==> config.mk <==
export PLATFORM = sky130hd
export DESIGN_NAME = rr_priority_arbiter
export DESIGN_NICKNAME = d
export VERILOG_FILES = /design/src/rtl/rr_priority_arbiter.sv
export SDC_FILE = /design/constraint.sdc
export NUM_CORES = 1
export LEC_CHECK = 0
export CORE_MARGIN = 8
export CORE_UTILIZATION = 25
export CTS_BUF_LIST = sky130_fd_sc_hd__clkbuf_4
export CTS_CLUSTER_SIZE = 30
export DETAILED_ROUTE_END_ITERATION = 6
export PLACE_DENSITY = 0.41
export SLEW_MARGIN = 20
export SYNTH_ARGS = -nofsm -noshare
export SYNTH_HDL_FRONTEND = slang
export SYNTH_SLANG_ARGS = --single-unit
==> constraint.sdc <==
create_clock -name clkPort -period 4.93 [get_ports clkPort]
set_input_delay 0.7395 -clock clkPort [delete_from_list [all_inputs] [get_ports clkPort]]
set_output_delay 0.7395 -clock clkPort [all_outputs]
set_load 0.03 [all_outputs]
==> src/rtl/rr_priority_arbiter.sv <==
`default_nettype none
// ============================================================================
// rr_priority_arbiter : round-robin arbiter, registered one-hot grant held
// until the owner releases; macro ARB_HOLD_TIMEOUT_EN bounds tenure. Rev 1.0
// ============================================================================
module rr_priority_arbiter #(
  parameter  int NUM_REQ  = 16,
  parameter  int HOLD_MAX = 64,
  localparam int IDX_W    = $clog2(NUM_REQ)
) (
  input  logic               clkPort,
  input  logic               Reset,
  input  logic [NUM_REQ-1:0] requestSignals,
  // "release" is a reserved word, hence releaseIn
  input  logic               releaseIn,
  output logic [NUM_REQ-1:0] grantSignals,
  output logic               grantValid,
  output logic [IDX_W-1:0]   grantIdx,
  output logic               timeout
);

  localparam logic [IDX_W-1:0] LAST_IDX = IDX_W'(NUM_REQ - 1);

  if (NUM_REQ < 2 || NUM_REQ > 32) begin : g_bad_num_req
    $error("rr_priority_arbiter: NUM_REQ must be in 2..32");
  end
  if (HOLD_MAX < 2) begin : g_bad_hold_max
    $error("rr_priority_arbiter: HOLD_MAX must be at least 2");
  end

  typedef enum logic [0:0] {
    S_IDLE  = 1'b0,
    S_GRANT = 1'b1
  } state_e;

  // Returns {found, index}: first set bit of cand at or above start, wrapping.
  function automatic logic [IDX_W:0] rr_pick(input logic [NUM_REQ-1:0] cand,
                                             input logic [IDX_W-1:0]   start);
    logic [IDX_W:0] res;
    int             pos;
    res = '0;
    for (int i = NUM_REQ - 1; i >= 0; i--) begin
      pos = int'(start) + i;
      if (pos >= NUM_REQ) pos = pos - NUM_REQ;
      if (cand[pos[IDX_W-1:0]]) res = {1'b1, pos[IDX_W-1:0]};
    end
    return res;
  endfunction

  function automatic logic [NUM_REQ-1:0] onehot(input logic [IDX_W-1:0] idx);
    logic [NUM_REQ-1:0] vec;
    vec      = '0;
    vec[idx] = 1'b1;
    return vec;
  endfunction

  state_e             state_q, state_d;
  logic [IDX_W-1:0]   ptr_q, ptr_d;
  logic [IDX_W-1:0]   idx_q, idx_d;
  logic [NUM_REQ-1:0] grant_q, grant_d;

  logic               w_owner_req;
  logic               w_vol_end;
  logic               w_hold_expired;
  logic               w_tenure_end;
  logic [IDX_W-1:0]   w_ptr_next;
  logic [IDX_W:0]     w_pick_idle;
  logic [IDX_W:0]     w_pick_hand;

  assign w_owner_req  = requestSignals[idx_q];
  assign w_vol_end    = releaseIn | ~w_owner_req;
  assign w_tenure_end = w_vol_end | w_hold_expired;
  assign w_ptr_next   = (idx_q == LAST_IDX) ? '0 : idx_q + IDX_W'(1);

  // The outgoing owner is masked so a still-requesting releaser sits out once.
  assign w_pick_idle  = rr_pick(requestSignals, ptr_q);
  assign w_pick_hand  = rr_pick(requestSignals & ~grant_q, w_ptr_next);

  always_comb begin
    state_d = state_q;
    ptr_d   = ptr_q;
    idx_d   = idx_q;
    grant_d = grant_q;
    case (state_q)
      S_IDLE: begin
        if (w_pick_idle[IDX_W]) begin
          state_d = S_GRANT;
          idx_d   = w_pick_idle[IDX_W-1:0];
          grant_d = onehot(w_pick_idle[IDX_W-1:0]);
        end
      end
      S_GRANT: begin
        if (w_tenure_end) begin
          ptr_d = w_ptr_next;
          if (w_pick_hand[IDX_W]) begin
            idx_d   = w_pick_hand[IDX_W-1:0];
            grant_d = onehot(w_pick_hand[IDX_W-1:0]);
          end else begin
            state_d = S_IDLE;
            grant_d = '0;
          end
        end
      end
      default: begin
        state_d = S_IDLE;
        grant_d = '0;
      end
    endcase
  end

  always_ff @(posedge clkPort or negedge Reset) begin
    if (!Reset) begin
      state_q <= S_IDLE;
      ptr_q   <= '0;
      idx_q   <= '0;
      grant_q <= '0;
    end else begin
      state_q <= state_d;
      ptr_q   <= ptr_d;
      idx_q   <= idx_d;
      grant_q <= grant_d;
    end
  end

`ifdef ARB_HOLD_TIMEOUT_EN
  localparam int             CNT_W    = $clog2(HOLD_MAX);
  localparam logic [CNT_W-1:0] CNT_LAST = CNT_W'(HOLD_MAX - 1);

  logic [CNT_W-1:0] hold_cnt_q, hold_cnt_d;
  logic             timeout_q, timeout_d;

  // Revocation only when someone else is waiting; a lone owner just saturates.
  assign w_hold_expired = (state_q == S_GRANT) && (hold_cnt_q == CNT_LAST) &&
                          (|(requestSignals & ~grant_q));

  always_comb begin
    hold_cnt_d = hold_cnt_q;
    timeout_d  = 1'b0;
    if (state_q == S_GRANT) begin
      if (w_tenure_end) begin
        hold_cnt_d = '0;
        timeout_d  = w_hold_expired & ~w_vol_end;
      end else if (hold_cnt_q != CNT_LAST) begin
        hold_cnt_d = hold_cnt_q + CNT_W'(1);
      end
    end else begin
      hold_cnt_d = '0;
    end
  end

  always_ff @(posedge clkPort or negedge Reset) begin
    if (!Reset) begin
      hold_cnt_q <= '0;
      timeout_q  <= 1'b0;
    end else begin
      hold_cnt_q <= hold_cnt_d;
      timeout_q  <= timeout_d;
    end
  end

  assign timeout = timeout_q;
`else
  assign w_hold_expired = 1'b0;
  assign timeout        = 1'b0;
`endif

  assign grantSignals = grant_q;
  assign grantValid   = (state_q == S_GRANT);
  assign grantIdx     = idx_q;

  a_grant_onehot0: assert property (@(posedge clkPort) disable iff (!Reset)
    $onehot0(grantSignals));
  a_valid_matches: assert property (@(posedge clkPort) disable iff (!Reset)
    grantValid == (|grantSignals));
  a_idx_matches: assert property (@(posedge clkPort) disable iff (!Reset)
    grantSignals[grantIdx] == grantValid);

endmodule
`default_nettype wire

Word level (Yosys, flattened, before mapping)
Index checks and enable logic that the tools add are counted.

Flip-flop bits (word level): 25. Input port bits: 19. Output and inout bits: 22.

Add/sub/neg operators: 63. Magnitude comparators: 69. Bitwise logic cells: 5. Reductions and logical operators: 5. Muxes and demuxes: 147. Equality and inequality tests: 4.

Operators with widths (number): $lt A4 B5 Y1 const B (35); $mux W5 (32); $ge A5 B5 Y1 const B (30); $mux W4 (36); $bmux W1 S4 (33); $sub A4 B1 Y4 const B (32); $add A4 B4 Y5 const B (16); $mux W16 (3); $add A4 B3 Y5 const B (8); $mux W1 (38); $pmux W16 S2 (1); $add A4 B2 Y5 const B (4); $and A16 B16 Y16 (1); $not A16 Y16 (1); $add A4 B1 Y5 const B (2); $ge A4 B5 Y1 const B (2); $demux W1 S4 (2); $ge A4 B1 Y1 const B (2); $pmux W4 S2 (1); $add A4 B1 Y4 const B (1); $eq A4 B4 Y1 const B (1); $ne A2 B1 Y1 const B (2); $reduce_and A2 Y1 (2); $reduce_and A3 Y1 (1); other kinds (5) (7).

Longest topological paths before layout
Gate-level depths: netlist of the first run.

Word-level depth: 30. Depth in mapped cells: 19. Depth with buffers taken out: 14.

Least setup slack after synthesis of the first run
OpenSTA, ideal clock, no wires.

Path type: register to register. Start point: register idx_q[0], in the netlist grantIdx[0]. End point: register grant_q[5], in the netlist grantSignals[5]. Stages on the path, launching flop included: 20. Period minus slack after synthesis: 4564 ps. Data required time: 4853 ps. Arrival time: 4487 ps. Setup time: 77 ps. Setup slack: 366 ps. Cells stage by stage: dfrtp_1 > buf_2 > inv_1 > ha_1 > buf_4 > inv_2 > buf_6 > buf_1 > ha_1 > clkbuf_1 > xor2_1 > o32ai_1 > a31oi_2 > mux2i_1 > o21ai_0 > o32ai_2 > o211ai_1 > o21a_1 > or2_1 > o21ai_1.

Longest elaborated chain between the ends: 30.

RTL lines: start, declared (line 59) `logic [IDX_W-1:0] idx_q, idx_d;`; start signal, assigned (line 120) `idx_q <= idx_d;`; $add A4 B1 Y4 or $eq A4 B4 Y1 (tied branches) (line 73) `assign w_ptr_next = (idx_q == LAST_IDX) ? '0 : idx_q + IDX_W'(1);`; $mux W4 (*) (line 73); net w_ptr_next[1] (line 66) `logic [IDX_W-1:0] w_ptr_next;`; $add A4 B4 Y5 (line 43) `pos = int'(start) + i;`; $sub A4 B1 Y4 or $ge A5 B5 Y1 (tied branches) (line 44) `if (pos >= NUM_REQ) pos = pos - NUM_REQ;`; $mux W4 (line 44); $bmux W1 S4 (line 45) `if (cand[pos[IDX_W-1:0]]) res = {1'b1, pos[IDX_W-1:0]};`; $mux W1 (implied by the code) (line 45); $mux W5 (15 in a row) (line 45); $mux W5 (*) (line 45); $lt A4 B5 Y1 (implied by the code) or $ge A4 B1 Y1 (tied branches) (line 53) `vec[idx] = 1'b1;`; $logic_and A1 B1 Y1 (implied by the code) (line 53); $mux W1 (implied by the code) (line 53); $demux W1 S4 (line 53); $mux W16 (*) (line 95) `if (w_pick_hand[IDX_W]) begin`; $mux W16 (*) (line 93) `if (w_tenure_end) begin`; $pmux W16 S2 (*) (line 84) `case (state_q)`; end signal, assigned (line 121) `grant_q <= grant_d;`; end, declared (line 60) `logic [NUM_REQ-1:0] grant_q, grant_d;`.

Mark *: on every way through the listed nets, which the timed path passes. The rest lies on a longest branch. The select of a mux whose other input is x is not followed. A chain may end at the register's enable or synchronous reset.

Worst setup path in the final report of the first run
Start point: register idx_q[0], in the netlist grantIdx[0]. End point: register grant_q[14], in the netlist grantSignals[14].

Longest elaborated chain between the ends: 30.

RTL lines (line): $add A4 B1 Y4 or $eq A4 B4 Y1 (tied branches) (73); $mux W4 (73); $add A4 B4 Y5 (43); $sub A4 B1 Y4 or $ge A5 B5 Y1 (tied branches) (44); $mux W4 (44); $bmux W1 S4 (45); $mux W1 (implied by the code) (45); $mux W5 (16 in a row) (45); $lt A4 B5 Y1 (implied by the code) or $ge A4 B1 Y1 (tied branches) (53); $logic_and A1 B1 Y1 (implied by the code) (53); $mux W1 (implied by the code) (53); $demux W1 S4 (53); $mux W16 (95); $mux W16 (93); $pmux W16 S2 (84).

Several ways; a longest one is shown, not always the timed one. The select of a mux whose other input is x is not followed.

==> results.json, run 1 <==
{
  "status": "completed",
  "tns_ps": 0,
  "worstMarginPinSlew_ps": 903.0,
  "final_common_cell": "mux2i_1",
  "routedWlPerCell_um": 23.57,
  "crit_fanout": 14,
  "n_antenna_cell": 0,
  "drtAntennaViolNets": 0,
  "relSlewSlack_pct": 39.80,
  "row_count": 58,
  "crit_type": "flip-flop to flip-flop",
  "synth-edff-count": 0,
  "layout_common_cells": "mux2i_1 (64), mux4_2 (63), nand2_1 (53)",
  "hold_class": "flip-flop to flip-flop",
  "startpoint_type": "flip-flop",
  "vias": 6460,
  "reg2reg_depth": 14,
  "crit_top_cell": "ha_1",
  "grt_pass1_vias": 6344,
  "slowest_delay_ps": 590,
  "reg2reg_from": "grantIdx[0]$_DFFE_PN0P_",
  "die_w_um": 176.1,
  "yosysSeqAreaShare_pct": 9.762,
  "yosysUniqueCellTypes": 84,
  "path_buf_inv": 2,
  "multi_input_area_sq_um": 5423,
  "vias_per_cell": 5.900,
  "root_buffer": "clkbuf_4",
  "post-route-min-period_ps": 4401,
  "timing.rr.end": "grantSignals[14]$_DFFE_PN0P_",
  "synth-seq-cells": 25,
  "syn_nets": 747,
  "dieArea_sq_um": 31010,
  "mappedNetlistArea_sq_um": 6409,
  "die_h_um": 176.1,
  "drv_slew": 0,
  "grt-ovfl-total": 0,
  "fillers": 2678,
  "drt_iter0_markers": 718,
  "cts.clk_slew.worst_paths_ps": 170,
  "rsz0062_at_grt": "no",
  "async_flop_share_pct": 100.0,
  "finalClockSkew_ps": 18.61,
  "hold_depth": 2,
  "grt_pass1_wl_mm": 40.01,
  "ys.flop_type": "dfrtp_1",
  "area_growth_pct": 14.92,
  "drt-total-wl_mm": 25.81,
  "cts_htree_levels": 1,
  "hold_start": "grantSignals[6]$_DFFE_PN0P_",
  "ff2ff_setup_slack_ps": 530,
  "gp_congestion": 0.9052,
  "initial_core_util_pct": 25.45,
  "firstDrtPassIters": 5,
  "timing.fmax_mhz": 227.2,
  "cts-buffers-inserted": 3,
  "hold_violations": 0,
  "postCtsSetupRepairBufs": 0,
  "min_to": "grantSignals[6]$_DFFE_PN0P_",
  "min_period_over_period_pct": 89.28,
  "slowest_stage": "dfrtp_1",
  "tritoncts": "done",
  "clock_sinks": 25,
  "grtUsageTotal_pct": 16.48,
  "antenna_found_initial": 0,
  "regArea_sq_um": 625.6,
  "syn_inst": 714,
  "pin_count": 41,
  "clkLatencyLatePin_ps": 360,
  "cp_cell_sequence": "inv_1, ha_1, inv_2, ha_1, xor2_1, o32ai_1, a31oi_2, mux2i_1, nor2_1, o221ai_1, nand4_1, o21ai_1, nand2_1, o21ai_0",
  "critical-path-top-delay-family": "compound AO/OA/AOI/OAI gates",
  "core_sq_um": 25180,
  "hpwl_mm": 20.75,
  "finish.utilization_pct": 29.25,
  "synth_warnings": 0,
  "cp-end-kind": "flip-flop",
  "arrival_ps": 4700,
  "hold_buffers": 0,
  "maxCapViolations": 0,
  "syn_area_per_cell_sq_um": 8.976,
  "grt_max_degree": 31,
  "cp.required_ps": 5230,
  "fin_nets": 799,
  "portBuffers": 39,
  "setup_viol": 0,
  "detail_route.drc_violations": 0,
  "ctsResizeCount": 0,
  "cts_buffer_depth": 2,
  "drive_above_1_share_pct": 21.44
}
layer usage:
| metal | GRT usage (%) | routed length (um) | part of all wire [%] | vias to the layer above |
|---|---|---|---|---|
| met3 | 2.094 | 1408 | 5.5 | 33 |
| li1 | - | - | - | 2932 |
| met4 | 4.486 | 688 | 2.7 | 0 |
| met2 | 26.28 | 11820 | 46 | 249 |
| met5 | 0 | 0 | 0 | - |
| met1 | 23.02 | 11890 | 46 | 3246 |
Yosys cell counts (4+ instances only):
cell	count	area share [%]
nor3_1	9	0.70
dfrtp_1	25	9.8
o221ai_1	5	0.68
a31oi_1	5	0.49
o21ai_1	17	1.3
nor3b_1	4	0.47
a32oi_1	4	0.55
o211ai_1	12	1.4
xor2_1	5	0.68
a221oi_1	7	0.96
o2111ai_1	8	1.1
nand4_1	9	0.88
and3_1	6	0.59
nand3_1	18	1.4
buf_2	12	0.94
mux4_2	63	22
nand2b_1	29	2.8
nand2_1	53	3.1
nor2_1	43	2.5
a22oi_1	23	2.7
mux2i_1	64	10
mux2_2	25	4.4
a311oi_1	4	0.55
clkbuf_1	14	0.82
ha_1	14	2.7
nor2b_1	27	2.6
buf_6	11	1.9
inv_1	19	1.1
o22ai_1	6	0.59
a211oi_1	6	0.70
a21boi_0	9	1.1
o21ai_0	37	2.9
a21oi_1	30	2.3
xnor2_1	14	1.9
state kept, by name, indices dropped and copies added (netlist names):
name and count:
grantIdx 4, grantSignals 16, grantValid 1, ptr_q 4
worst max-delay path by stage:
stage | start | endpoint | slack (ps) | cells after the start
final | grantIdx[0]$_DFFE_PN0P_ | grantSignals[14]$_DFFE_PN0P_ | 530 | 14
after floorplan | grantIdx[0]$_DFFE_PN0P_ | grantSignals[5]$_DFFE_PN0P_ | 370 | 19
after CTS | grantIdx[0]$_DFFE_PN0P_ | grantSignals[14]$_DFFE_PN0P_ | 570 | 14
after detailed placement | requestSignals[11] | grantSignals[14]$_DFFE_PN0P_ | 500 | 11
after global placement | requestSignals[11] | grantSignals[14]$_DFFE_PN0P_ | 440 | 11
after global routing | grantIdx[0]$_DFFE_PN0P_ | grantSignals[14]$_DFFE_PN0P_ | 270 | 14
kinds of logic after synthesis:
group	Yosys count	share of synthesized area [%]
adder cells (fa/ha/maj)	14	2.733
buffers and inverters	67	5.623
multiplexers	154	36.98
flip-flops	25	9.762
AO/OA/AOI/OAI	208	23.04
AND/OR/NAND/NOR	222	17.90
other	1	0.05851
XOR/XNOR	23	3.905
worst min-delay path, stage by stage, from the launching register on:
cell and delay (ps):
dfrtp_1 460, a22oi_1 110, o21ai_1 70
area by class of cell:
type,count,area share [%]
clock buffer,3,0.3058
inverter,25,1.274
clock inverter,1,0.1189
multi-input combinational,622,73.63
sequential,25,8.495
tap,330,5.607
timing repair buffer,89,10.57
stage by stage:
stage	setup WS (ps)	std cells	instance area, sq um	hold WS (ps)
2_1_floorplan	366.0	714	6409	443.9
3_3_place_gp	442.2	1091	7333	597.7
3_5_place_dp	503.5	1091	7333	615.7
4_1_cts	565.2	1095	7365	658.0
5_1_grt	268.0	1095	7365	700.3
6_report	528.7	1095	7365	663.2
Power of run 1 is left out: the tool's default activity adds up to more than one toggle a clock period on the data nets, which glitch-free logic cannot reach.
==> inputs of run 2 (changes only) <==
--- a/config.mk
+++ b/config.mk
@@ -15,3 +15,4 @@
 export SYNTH_ARGS = -nofsm -noshare
 export SYNTH_HDL_FRONTEND = slang
 export SYNTH_SLANG_ARGS = --single-unit
+export TNS_END_PERCENT = 100
==> results of run 2 <==
No change in the layout: final DEF, timing and power equal those of run 1.
Power of run 2 is left out for the same reason.
==> inputs of run 3 (changes only) <==
--- a/config.mk
+++ b/config.mk
@@ -11,8 +11,7 @@
 export CTS_CLUSTER_SIZE = 30
 export DETAILED_ROUTE_END_ITERATION = 6
 export PLACE_DENSITY = 0.41
-export SLEW_MARGIN = 20
 export SYNTH_ARGS = -nofsm -noshare
 export SYNTH_HDL_FRONTEND = slang
 export SYNTH_SLANG_ARGS = --single-unit
-export TNS_END_PERCENT = 100
+export TNS_END_PERCENT = 10
==> results of run 3 <==
No change in the layout: final DEF, timing and power equal those of run 1.
Power of run 3 is left out for the same reason.
